[config.mk]
export PLATFORM = sky130hd
export DESIGN_NAME = dc_miss_ctrl_flat
export DESIGN_NICKNAME = d
export VERILOG_FILES = /design/src/rtl/dc_miss_ctrl_if.sv /design/src/rtl/dc_miss_ctrl.sv /design/src/flat_wrapper.sv
export SDC_FILE = /design/constraint.sdc
export NUM_CORES = 1
export LEC_CHECK = 0
export CORE_UTILIZATION = 35
export CTS_BUF_LIST = sky130_fd_sc_hd__clkbuf_4 sky130_fd_sc_hd__clkbuf_8 sky130_fd_sc_hd__clkbuf_16
export CTS_CLUSTER_DIAMETER = 100
export CTS_CLUSTER_SIZE = 10
export DETAILED_ROUTE_END_ITERATION = 10
export DONT_BUFFER_PORTS = 1
export HOLD_SLACK_MARGIN = 0.08
export PLACE_DENSITY = 0.51
export SETUP_SLACK_MARGIN = 0.02
export SLEW_MARGIN = 15
export SYNTH_ARGS = -nofsm -noshare
export SYNTH_HDL_FRONTEND = slang
export SYNTH_SLANG_ARGS = --single-unit
[constraint.sdc]
create_clock -name clk -period 1.85 [get_ports clk]
set_clock_uncertainty 0.05 [all_clocks]
set_input_delay 0.37 -clock clk [delete_from_list [all_inputs] [get_ports clk]]
set_output_delay 0.37 -clock clk [all_outputs]
set_load 0.05 [all_outputs]
[src/rtl/dc_miss_ctrl_if.sv]
// rtl/dc_miss_ctrl_if.sv - beat-request memory bus between the miss controller and memory
interface dc_miss_ctrl_if;
  logic        mem_req;
  logic        mem_we;
  logic [31:0] mem_addr;
  logic [31:0] mem_wdata;
  logic        mem_gnt;
  logic        mem_rvalid;
  logic [31:0] mem_rdata;

  modport master (
    output mem_req, mem_we, mem_addr, mem_wdata,
    input  mem_gnt, mem_rvalid, mem_rdata
  );

  modport slave (
    input  mem_req, mem_we, mem_addr, mem_wdata,
    output mem_gnt, mem_rvalid, mem_rdata
  );
endinterface

[src/rtl/dc_miss_ctrl.sv]
// rtl/dc_miss_ctrl.sv - dcache miss/evict and uncached IO sequencer onto a beat bus
module dc_miss_ctrl #(
  parameter int LINE_W = 128,
  parameter int BUS_W  = 32
) (
  input  logic              clk,
  input  logic              rst,
  input  logic              dc_miss,
  input  logic [31:0]       dc_miss_addr,
  input  logic              dc_evict,
  input  logic [31:0]       dc_evict_addr,
  input  logic [LINE_W-1:0] dc_evict_data,
  output logic [LINE_W-1:0] dc_data_fill,
  output logic              dc_miss_ack,
  input  logic              io_access,
  input  logic              io_rw,
  input  logic [31:0]       io_addr,
  input  logic [31:0]       io_wr_data,
  output logic [31:0]       io_rd_data,
  output logic              io_ack,
  dc_miss_ctrl_if.master    mem,
  output logic              mc_busy
);
  localparam int NB = LINE_W / BUS_W;

  typedef enum logic [3:0] {
    IDLE, EVICT, FILL_REQ, FILL_WAIT, ACK, IO_REQ, IO_WAIT, IO_ACK, COOL
  } state_t;

  state_t            state, state_nxt;
  logic [1:0]        beat;
  logic [27:0]       miss_line_a;
  logic [27:0]       evict_line_a;
  logic [LINE_W-1:0] evict_line;
  logic [29:0]       io_word_a;
  logic              io_we;
  logic [31:0]       io_wd;
  logic [BUS_W-1:0]  line_words [NB];
  logic              accept;
  logic              unused_addr_bits;

  assign unused_addr_bits = ^{dc_miss_addr[3:0], dc_evict_addr[3:0], io_addr[1:0]};
  assign accept = mem.mem_req & mem.mem_gnt;

  always_comb begin
    for (int i = 0; i < NB; i++) begin
      line_words[i] = evict_line[i*BUS_W +: BUS_W];
    end
  end

  always_ff @(posedge clk) begin
    if (rst) begin
      state <= IDLE;
    end else begin
      state <= state_nxt;
    end
  end

  always_comb begin
    state_nxt = state;
    case (state)
      IDLE: begin
        if (io_access)                state_nxt = IO_REQ;
        else if (dc_miss && dc_evict) state_nxt = EVICT;
        else if (dc_miss)             state_nxt = FILL_REQ;
      end
      EVICT:     if (accept && beat == 2'd3) state_nxt = FILL_REQ;
      FILL_REQ:  if (accept) state_nxt = FILL_WAIT;
      FILL_WAIT: if (mem.mem_rvalid) state_nxt = (beat == 2'd3) ? ACK : FILL_REQ;
      ACK:       state_nxt = COOL;
      IO_REQ:    if (accept) state_nxt = io_we ? IO_ACK : IO_WAIT;
      IO_WAIT:   if (mem.mem_rvalid) state_nxt = IO_ACK;
      IO_ACK:    state_nxt = COOL;
      COOL:      state_nxt = IDLE;
      default:   state_nxt = IDLE;
    endcase
  end

  // Bus outputs decode only from state, beat and latched request fields.
  always_comb begin
    mem.mem_req   = 1'b0;
    mem.mem_we    = 1'b0;
    mem.mem_addr  = 32'h0;
    mem.mem_wdata = 32'h0;
    case (state)
      EVICT: begin
        mem.mem_req   = 1'b1;
        mem.mem_we    = 1'b1;
        mem.mem_addr  = {evict_line_a, beat, 2'b00};
        mem.mem_wdata = line_words[beat];
      end
      FILL_REQ: begin
        mem.mem_req  = 1'b1;
        mem.mem_addr = {miss_line_a, beat, 2'b00};
      end
      IO_REQ: begin
        mem.mem_req   = 1'b1;
        mem.mem_we    = io_we;
        mem.mem_addr  = {io_word_a, 2'b00};
        mem.mem_wdata = io_wd;
      end
      default: ;
    endcase
  end

  assign dc_miss_ack = (state == ACK);
  assign io_ack      = (state == IO_ACK);
  assign mc_busy     = (state != IDLE);

  always_ff @(posedge clk) begin
    if (rst) begin
      beat         <= 2'd0;
      dc_data_fill <= '0;
      io_rd_data   <= 32'h0;
      miss_line_a  <= 28'h0;
      evict_line_a <= 28'h0;
      evict_line   <= '0;
      io_word_a    <= 30'h0;
      io_we        <= 1'b0;
      io_wd        <= 32'h0;
    end else begin
      case (state)
        IDLE: begin
          // Capturing every idle cycle leaves the exit-edge values in place.
          beat         <= 2'd0;
          miss_line_a  <= dc_miss_addr[31:4];
          evict_line_a <= dc_evict_addr[31:4];
          evict_line   <= dc_evict_data;
          io_word_a    <= io_addr[31:2];
          io_we        <= io_rw;
          io_wd        <= io_wr_data;
        end
        EVICT: begin
          if (accept) beat <= beat + 2'd1;
        end
        FILL_WAIT: begin
          if (mem.mem_rvalid) begin
            for (int i = 0; i < NB; i++) begin
              if (beat == 2'(i)) dc_data_fill[i*BUS_W +: BUS_W] <= mem.mem_rdata;
            end
            beat <= beat + 2'd1;
          end
        end
        IO_WAIT: begin
          if (mem.mem_rvalid) io_rd_data <= mem.mem_rdata;
        end
        default: ;
      endcase
    end
  end
endmodule

[src/flat_wrapper.sv]
// flat-port wrapper written by rule: the top's interface ports become plain ports
module dc_miss_ctrl_flat 
#(
  parameter int LINE_W = 128,
  parameter int BUS_W  = 32
)
  (clk, rst, dc_miss, dc_miss_addr, dc_evict, dc_evict_addr, dc_evict_data, dc_data_fill, dc_miss_ack, io_access, io_rw, io_addr, io_wr_data, io_rd_data, io_ack, mc_busy, mem_mem_req, mem_mem_we, mem_mem_addr, mem_mem_wdata, mem_mem_gnt, mem_mem_rvalid, mem_mem_rdata);
  dc_miss_ctrl_if mem_i ();
  input  logic clk;
  input  logic rst;
  input  logic dc_miss;
  input  logic [31:0] dc_miss_addr;
  input  logic dc_evict;
  input  logic [31:0] dc_evict_addr;
  input  logic [LINE_W-1:0] dc_evict_data;
  output logic [LINE_W-1:0] dc_data_fill;
  output logic dc_miss_ack;
  input  logic io_access;
  input  logic io_rw;
  input  logic [31:0] io_addr;
  input  logic [31:0] io_wr_data;
  output logic [31:0] io_rd_data;
  output logic io_ack;
  output logic mc_busy;
  output wire logic [$bits(mem_i.mem_req)-1:0] mem_mem_req;
  output wire logic [$bits(mem_i.mem_we)-1:0] mem_mem_we;
  output wire logic [$bits(mem_i.mem_addr)-1:0] mem_mem_addr;
  output wire logic [$bits(mem_i.mem_wdata)-1:0] mem_mem_wdata;
  input wire logic [$bits(mem_i.mem_gnt)-1:0] mem_mem_gnt;
  input wire logic [$bits(mem_i.mem_rvalid)-1:0] mem_mem_rvalid;
  input wire logic [$bits(mem_i.mem_rdata)-1:0] mem_mem_rdata;
  assign mem_mem_req = mem_i.mem_req;
  assign mem_mem_we = mem_i.mem_we;
  assign mem_mem_addr = mem_i.mem_addr;
  assign mem_mem_wdata = mem_i.mem_wdata;
  assign mem_i.mem_gnt = mem_mem_gnt;
  assign mem_i.mem_rvalid = mem_mem_rvalid;
  assign mem_i.mem_rdata = mem_mem_rdata;
  dc_miss_ctrl #(.LINE_W(LINE_W), .BUS_W(BUS_W)) u_core (.clk(clk), .rst(rst), .dc_miss(dc_miss), .dc_miss_addr(dc_miss_addr), .dc_evict(dc_evict), .dc_evict_addr(dc_evict_addr), .dc_evict_data(dc_evict_data), .dc_data_fill(dc_data_fill), .dc_miss_ack(dc_miss_ack), .io_access(io_access), .io_rw(io_rw), .io_addr(io_addr), .io_wr_data(io_wr_data), .io_rd_data(io_rd_data), .io_ack(io_ack), .mem(mem_i), .mc_busy(mc_busy));
endmodule
## Word-level counts from Yosys, hierarchy flattened

Cells that the tools add are included.

| word-level totals | value |
|---|---|
| register bits | 413 |
| bits in latches | 0 |
| RAM bits | 0 |
| ROM bits | 0 |
| input bits | 296 |
| logic and storage cells | 70 |
| memories kept | 0 |

| operators by class | value |
|---|---|
| add/sub/neg operators | 1 |
| $mul | 0 |
| divide/modulo/power cells | 0 |
| magnitude comparators | 1 |
| equal/unequal tests | 17 |
| shift-type cells | 0 |
| multiplexer cells | 21 |
| bitwise gates (word level) | 2 |
| reduce and logical (&&, ||, !) cells | 15 |

Operators by type and width:

| operator | number |
|---|---|
| $pmux W32 S3 | 1 |
| $bmux W32 S2 | 1 |
| $mux W32 | 2 |
| $pmux W32 S2 | 1 |
| $mux W4 | 8 |
| $pmux W4 S7 | 1 |
| $eq A4 B3 Y1 const B | 4 |
| $reduce_and A3 Y1 | 5 |
| $eq A4 B2 Y1 const B | 2 |
| $ne A2 B1 Y1 const B | 4 |
| $pmux W2 S3 | 1 |
| $reduce_and A6 Y1 | 1 |
| $eq A2 B2 Y1 const B | 2 |
| $eq A4 B1 Y1 const B | 1 |
| $logic_not A4 Y1 | 1 |
| $mux W2 | 2 |
| $ne A2 B2 Y1 const B | 2 |
| $ne A4 B3 Y1 const B | 1 |
| $reduce_bool A4 Y1 | 1 |
| $ge A3 B3 Y1 const B | 1 |
| $mux W3 | 1 |
| $not A2 Y3 | 1 |
| $reduce_bool A3 Y1 | 1 |
| $reduce_or A3 Y1 | 1 |
| 9 further kinds | 11 |

## Longest topological paths before layout

Gate-level depths: netlist of the first run.

| depth | value |
|---|---|
| depth after elaboration | 7 |
| mapped depth | 9 |
| gate-level depth less buffers | 5 |

## Worst setup path after synthesis of the first run

Ideal clock, no wire load.

| timing path | value |
|---|---|
| path kind | register to output |
| from | register u_core.beat[0] |
| to | output port mem_mem_wdata[0] |
| arrival | 1,795 ps |
| data required time | 1,430 ps |
| setup slack | -365 ps |
| stages on the path, launching flop included | 5 |
| buffers on the path | 2 |
| cell sequence | dfxtp_1 > buf_2 > buf_2 > mux4_2 > a22o_1 |

| between the ends | value |
|---|---|
| cells in the longest elaborated chain, start to end | 5 |

RTL lines:

| what | RTL line | source |
|---|---|---|
| from (decl) | dc_miss_ctrl.sv:31 | `logic [1:0] beat;` |
| from (signal assigned) | dc_miss_ctrl.sv:134 | `if (accept) beat <= beat + 2'd1;` |
| from (signal assigned) | dc_miss_ctrl.sv:141 | `beat <= beat + 2'd1;` |
| $not A2 Y3 (not written as such) | dc_miss_ctrl.sv:90 | `mem.mem_wdata = line_words[beat];` |
| $bmux W32 S2 | dc_miss_ctrl.sv:90 |  |
| $mux W32 (not written as such) (2 in series) | dc_miss_ctrl.sv:90 |  |
| $pmux W32 S2 | dc_miss_ctrl.sv:85 | `case (state)` |
| to (decl) | flat_wrapper.sv:28 | `output wire logic [$bits(mem_i.mem_wdata)-1:0] mem_mem_wdata;` |

No other way between the ends. The select of a mux whose other input is x is not followed.

## Worst setup path after layout of the first run

| timing path | value |
|---|---|
| from | register u_core.state[1] |
| to | output port mem_mem_addr[24] |

| between the ends | value |
|---|---|
| cells in the longest elaborated chain, start to end | 2 |

RTL lines:

| what | RTL line | source |
|---|---|---|
| from (decl) | dc_miss_ctrl.sv:30 | `state_t state, state_nxt;` |
| from (signal assigned) | dc_miss_ctrl.sv:55 | `state <= state_nxt;` |
| $eq A4 B3 Y1 (tied with other cells) | dc_miss_ctrl.sv:85 |  |
| $pmux W32 S3 * | dc_miss_ctrl.sv:85 |  |
| to (decl) | flat_wrapper.sv:27 | `output wire logic [$bits(mem_i.mem_addr)-1:0] mem_mem_addr;` |

Mark *: on every way between the ends. The rest lies on a longest branch, timed or not.

==> impl_metrics.tcl, run 1 <==
set metrics [dict create \
    ir_worst_vdd_mv 0.8876 \
    antenna_found_initial 4 \
    cp_cell_sequence "or2b_1 > nor3_4 > clkbuf_16 > a222oi_1 > inv_2" \
    numCtsBuffers 47 \
    layout_common_cells "593 x nand2_1, 407 x dfxtp_1, 248 x dlygate4sd3_1, 219 x a21oi_1, 192 x a21oi_2" \
    rsz0062_at_grt "true" \
    ys_seq_area_share_pct 51.71 \
    coreArea_um2 44610 \
    first_iter_violations 1389 \
    slew_viol_final 0 \
    fillers 3586 \
    tightest_slew_ns 1.454 \
    period_needed_ns 2.571 \
    avgRoutedWirePerCell_um 23.26 \
    dp_hpwl_mm 34.68 \
    die_height_um 215.7 \
    violations "negative hold slack, negative setup slack" \
    status "finished, violations left" \
    holdWs_ns -0.1220 \
    fmax_ghz 0.3889 \
    synth_seq_cells 413 \
    syn_inst 1995 \
    grt_use_total_pct 25.57 \
    synth_edf_count 0 \
    grt.overflow.total 0 \
    power_mw 42.07 \
    required_ns 1.43 \
    p_seq_share_pct 31.3 \
    synth-main-ff-cell "dfxtp_1" \
    cp_slowest_cell "dfxtp_4" \
    pwr-share-comb_pct 49.2 \
    yosys_warnings 0 \
    viasPerCell 5.445 \
    slew_headroom_pct 3.059 \
    synthArstFlopShare_pct 0 \
    start_util_pct 35.85 \
    grt_max_degree 415 \
    p_leak_nw 10.82 \
    final_util_pct 59.01 \
    ant_nets 0 \
    final-setup-viol-count 378 \
    power_density_nw_per_um2 1598 \
    switching_share_pct 39.11 \
    row_count 77 \
    period_share_pct 139.0 \
    syn_area_um2 15990 \
    wirelength_mm 68.24 \
    grt_pass1_vias 14790 \
    crit_arrival_ns 2.15 \
    clk_latency_ns 0.58 \
    p_int_mw 25.62 \
    cp_max_fo 15 \
    synth_cell_types 45 \
    boundaryPins 525 \
    hold_violations 77 \
    drive_gt1_share_pct 34.69 \
    endpoint_kind "output port" \
    io_buffers 0 \
    worst_path_largest_cell_delay_ns 0.39 \
    drc 0 \
    dieArea_um2 46550 \
    hold_path.class "in -> reg" \
    maxCapViolations 0 \
    syn_to_final_growth_pct 64.62 \
    fin_nets 2635 \
    clock_sinks 413 \
    routabilityCongestion 0.8369 \
    htreeDepth 2 \
    fin_ws_ns -0.7213 \
    cts_tree "done" \
    num_vias 15980 \
    clockBufferDepth 3 \
    dieWidth_um 215.7 \
    syn_area_per_cell_um2 8.015 \
    layout_commonest_cell "nand2_1" \
    pwr-share-clk_pct 19.5 \
    grt_pass1_wl_mm 91.58 \
    firstDrtPassIters 9 \
    p_sw_mw 16.46 \
    clk_pin_slew_ns 0.07 \
    worstSetupStartpointType "register" \
    cts.root.buffer_cell "clkbuf_16" \
    crit_type "reg -> out" \
]
path summary, 6_finish.rpt:
kind | startpoint | to | slack, ns | depth (start not counted)
worst min register to register | u_core.evict_line[65] | u_core.evict_line[65] | 0.41 | 2
worst max register to register | u_core.state[0] | u_core.state[0] | -0.39 | 9
worst min-delay path | rst | u_core.dc_data_fill[67] | -0.12 | 1
worst max-delay path | u_core.state[1] | mem_mem_addr[24] | -0.72 | 5
timing repair:
item / in CTS / in global routing
resized for setup: 336 / 457
buffers inserted: 43 / 25
endpoints found under the hold margin: 413 / 412
endpoints found under the setup margin: 458 / 470
gates cloned: 55 / 19
hold buffers: 132 / 116
pin swaps: 238 / 160
final cells by class:
type / instances / area (µm²) / share of cell area [%]
Timing Repair Buffer: 459 / 6340 / 24.09
Multi-Input combinational cell: 1381 / 9568 / 36.35
Sequential cell: 413 / 8288 / 31.49
Clock inverter: 3 / 33.78 / 0.1283
Tap cell: 592 / 740.7 / 2.814
Clock buffer: 49 / 1209 / 4.592
Inverter: 33 / 133.9 / 0.5086
Antenna cell: 4 / 10.01 / 0.03803
per-stage QoR:
step | setup TNS (ns) | cells | hold WS, ns | setup slack [ns] | instance area [µm²]
detailed placement | -28.70 | 2504 | 0.3926 | -0.1503 | 17420
CTS | -91.00 | 2785 | -0.1950 | -0.7176 | 23040
floorplan | -4.159 | 1996 | 0.3831 | -0.1604 | 16280
global placement | -15.54 | 2504 | 0.3887 | -0.1679 | 17420
global route | -127.47 | 2934 | -0.1892 | -0.8187 | 26320
finish | -102.99 | 2934 | -0.1220 | -0.7213 | 26320
critical path, delay by kind of cell, from the launching register on:
family,cells,cell delay (ns)
simple gates,2,0.54
flops,1,0.39
compound gates,1,0.13
buf+inv,2,0.49
Yosys cell counts (all sizes together), types with 2 or more instances:
cell	instances	area, µm²
nand2	816	3063
dfxtp	413	8268
a21oi	411	2057
clkbuf	104	390.4
buf	65	342.8
a22o	34	297.8
inv	33	123.9
mux4	32	720.7
a222oi	29	290.3
nand3	5	25.02
nor2	5	18.77
and3	4	25.02
ha	4	50.05
nand2b	4	25.02
nor3	4	25.02
a21o	2	15.01
mux2i	2	20.02
nor2b	2	12.51
nor4b	2	17.52
o21ai	2	10.01
or2	2	12.51
or4	2	15.01
layer usage:
metal / up-vias / GRT usage [%] / part of all wire (%)
li1: 7319 / - / -
met1: 7806 / 30.97 / 39
met2: 695 / 44.17 / 50
met3: 157 / 6.159 / 7.0
met4: 0 / 8.534 / 3.6
met5: - / 0 / 0
logic make-up (layout without fill, tap and decap cells):
kind of cell	Yosys count	count (layout)	synth area share, %
AND/OR/NAND/NOR	855	855	20.78
AO/OA/AOI/OAI	485	485	17.13
flip-flops	413	413	51.71
buffers and inverters	202	544	5.360
multiplexers	34	34	4.632
adder cells (fa/ha/maj)	4	4	0.3130
other	1	6	0.02345
XOR/XNOR	1	1	0.05478
power groups by stage:
stage | clock network [mW] | logic, mW | registers, mW
finish | 8.21 | 20.7 | 13.2
global route | 8.67 | 21.6 | 13.3
CTS | 8.32 | 17.0 | 12.6
detailed placement | 0 | 9.13 | 12.4
global placement | 0 | 8.94 | 12.4
floorplan | 0 | 6.85 | 12.0
flip-flops by register name, indices dropped and copies added, names as in the netlist:
name                 count
u_core.state             4
u_core.miss_line_a      28
u_core.dc_data_fill    128
u_core.io_word_a        30
u_core.evict_line      128
u_core.io_rd_data       32
u_core.io_wd            32
u_core.io_we             1
u_core.evict_line_a     28
u_core.beat              2
(Power assumes the default switching activity.)
==> run 2: changes to the inputs <==
CTS_CLUSTER_DIAMETER = default   (was 100)
HOLD_SLACK_MARGIN = default   (was 0.08)
==> run 2 against run 1 <==
- the run still ends with negative hold slack, negative setup slack left
- non-clock buffer count down 7
- routed wire length down 3.3%
- first-iteration DRC count down 10%
- fmax down 1.3%
- clock power up 3.7%
- critical path type unchanged
==> impl_metrics.tcl, run 2 (synthesis results as in run 1) <==
set metrics [dict create \
    p_seq_share_pct 31.5 \
    worst_path_largest_cell_delay_ns 0.38 \
    cp_max_fo 8 \
    cp_slowest_cell "dfxtp_4" \
    clk_pin_slew_ns 0.06 \
    row_count 77 \
    io_buffers 0 \
    clk_latency_ns 0.59 \
    maxCapViolations 0 \
    grt_busiest_layer "met2" \
    layout_commonest_cell "nand2_1" \
    fin_ws_ns -0.7559 \
    r2r_cells 13 \
    grt_pass1_wl_mm 93.48 \
    r2r_end "u_core.evict_line[13]" \
    postPlaceCellArea_um2 17420 \
    grt.overflow.total 0 \
    syn_to_final_growth_pct 56.56 \
    p_sw_mw 15.18 \
    numCtsBuffers 48 \
    dieWidth_um 215.7 \
    final-setup-viol-count 441 \
    layout_common_cells "669 x nand2_1, 407 x dfxtp_1, 321 x a21oi_1, 247 x dlygate4sd3_1, 92 x nand2_4" \
    required_ns 1.43 \
    tightest_slew_ns 1.272 \
    pwr-share-clk_pct 21.0 \
    p_int_mw 25.28 \
    fmax_ghz 0.3837 \
    min_from "rst" \
    regToRegSetupSlack_ns -0.47 \
    top_regs "u_core.dc_data_fill x128, u_core.evict_line x128" \
    num_vias 15840 \
    routabilityCongestion 0.8369 \
    first_iter_violations 1246 \
    status "finished, violations left" \
    clockBufferDepth 3 \
    grt_max_degree 415 \
    start_util_pct 35.85 \
    cts.root.buffer_cell "clkbuf_16" \
    p_leak_nw 9.944 \
    crit_type "reg -> out" \
    cp_cell_sequence "or2b_1 > nor3_4 > clkbuf_16 > a222oi_1 > inv_2" \
    dieArea_um2 46550 \
    worstSetupStartpointType "register" \
    groute.layer.met3.usage_pct 6.230 \
    use_met1_pct 31.02 \
    coreArea_um2 44610 \
    crit_arrival_ns 2.19 \
    power_mw 40.46 \
    period_needed_ns 2.606 \
    firstDrtPassIters 9 \
    viasPerCell 5.399 \
    violations "negative hold slack, negative setup slack" \
    gr-usage-met2_pct 45.19 \
    hold_end "u_core.dc_data_fill[104]" \
    clock_sinks 413 \
    slew_headroom_pct 15.17 \
    antenna_found_initial 1 \
    htreeDepth 2 \
    wirelength_mm 65.99 \
    drc 0 \
    stdcell_area_um2 25030 \
    grt_pass1_vias 15130 \
    rsz0062_at_grt "true" \
    worstHoldPathCells 1 \
    boundaryPins 525 \
    pwr-share-comb_pct 47.5 \
    r2r_start "u_core.state[0]" \
    slew_viol_final 0 \
    grt_use_total_pct 26.15 \
    power_density_nw_per_um2 1616 \
    ir_worst_vdd_mv 1.124 \
    holdWs_ns -0.1582 \
    avgRoutedWirePerCell_um 22.50 \
    drive_gt1_share_pct 26.75 \
    hold_path.class "in -> reg" \
    hold_violations 82 \
    fin_nets 2629 \
    period_share_pct 140.9 \
    crit_path_start "u_core.state[1]" \
    endpoint_kind "output port" \
    dp_hpwl_mm 34.68 \
    switching_share_pct 37.52 \
    ant_nets 0 \
    cts_tree "done" \
    die_height_um 215.7 \
]
==> run 2: cell count changes in the layout (fill, tap and decap cells not counted), moves of 8 or more <==
cell,before,now
a21oi_1,219,321
a21oi_2,192,90
nand2_4,181,92
nand2_1,593,669
nand2_2,42,55
clkbuf_16,65,53
buf_16,51,43
==> run 2: layer usage <==
layer / routed length [µm] / vias to the layer above / part of all wire [%]
met5: 0 / - / 0
met4: 2399 / 0 / 3.6
met3: 4922 / 163 / 7.5
met2: 33290 / 726 / 50
met1: 25390 / 7641 / 38
li1: - / 7306 / -
==> run 2: stage by stage <==
step / hold slack [ns] / instances / setup TNS [ns] / setup WS [ns] / utilization (%)
4_1_cts: -0.1984 / 2821 / -120.54 / -0.7267 / 52.28
3_5_place_dp: 0.3926 / 2504 / -28.70 / -0.1503 / 39.05
6_report: -0.1582 / 2933 / -146.15 / -0.7559 / 56.12
2_1_floorplan: 0.3831 / 1996 / -4.159 / -0.1604 / -
5_1_grt: -0.1773 / 2933 / -172.62 / -0.8129 / 56.12
3_3_place_gp: 0.3887 / 2504 / -15.54 / -0.1679 / 39.05
==> run 2: how the worst max path moves through the flow <==
stage | end | cells after the start | slack, ns
floorplan | mem_mem_wdata[18] | 6 | -0.16
global placement | mem_mem_wdata[23] | 5 | -0.17
detailed placement | mem_mem_wdata[23] | 5 | -0.15
CTS | mem_mem_addr[17] | 5 | -0.73
global route | mem_mem_addr[8] | 5 | -0.81
finish | mem_mem_addr[8] | 5 | -0.76
==> run 2: layout make-up <==
| cell class | instances | area, µm² |
|---|---|---|
| clock inverters | 5 | 32.53 |
| multi-input cells | 1381 | 8459 |
| repair buffers | 452 | 6088 |
| well taps | 592 | 740.7 |
| clock buffers | 56 | 1291 |
| inverters | 33 | 131.4 |
| flip-flops and latches | 413 | 8288 |
| diodes | 1 | 2.502 |
| fillers | 3747 | 19570 |
==> run 2: repair_timing <==
item / in CTS / in global routing
endpoints found under the setup margin: 459 / 460
cloned: 56 / 5
pin swaps: 123 / 105
resized for setup: 283 / 222
hold buffers: 142 / 105
buffers inserted: 60 / 21
hold endpoints to repair: 413 / 411
==> run 2: power by group through the flow <==
stage               clock network [mW]  logic, mW  registers (mW)
finish                            8.51       19.2            12.7
global placement                     0       8.94            12.4
detailed placement                   0       9.13            12.4
CTS                               8.66       18.1            12.4
global route                      9.03       20.1            12.9
floorplan                            0       6.85            12.0
==> run 2: worst max-delay path: cells and delay by family (launching register included) <==
kind / cells / cell delay (ns)
buf+inv: 2 / 0.48
compound gates: 1 / 0.13
simple gates: 2 / 0.61
flops: 1 / 0.38
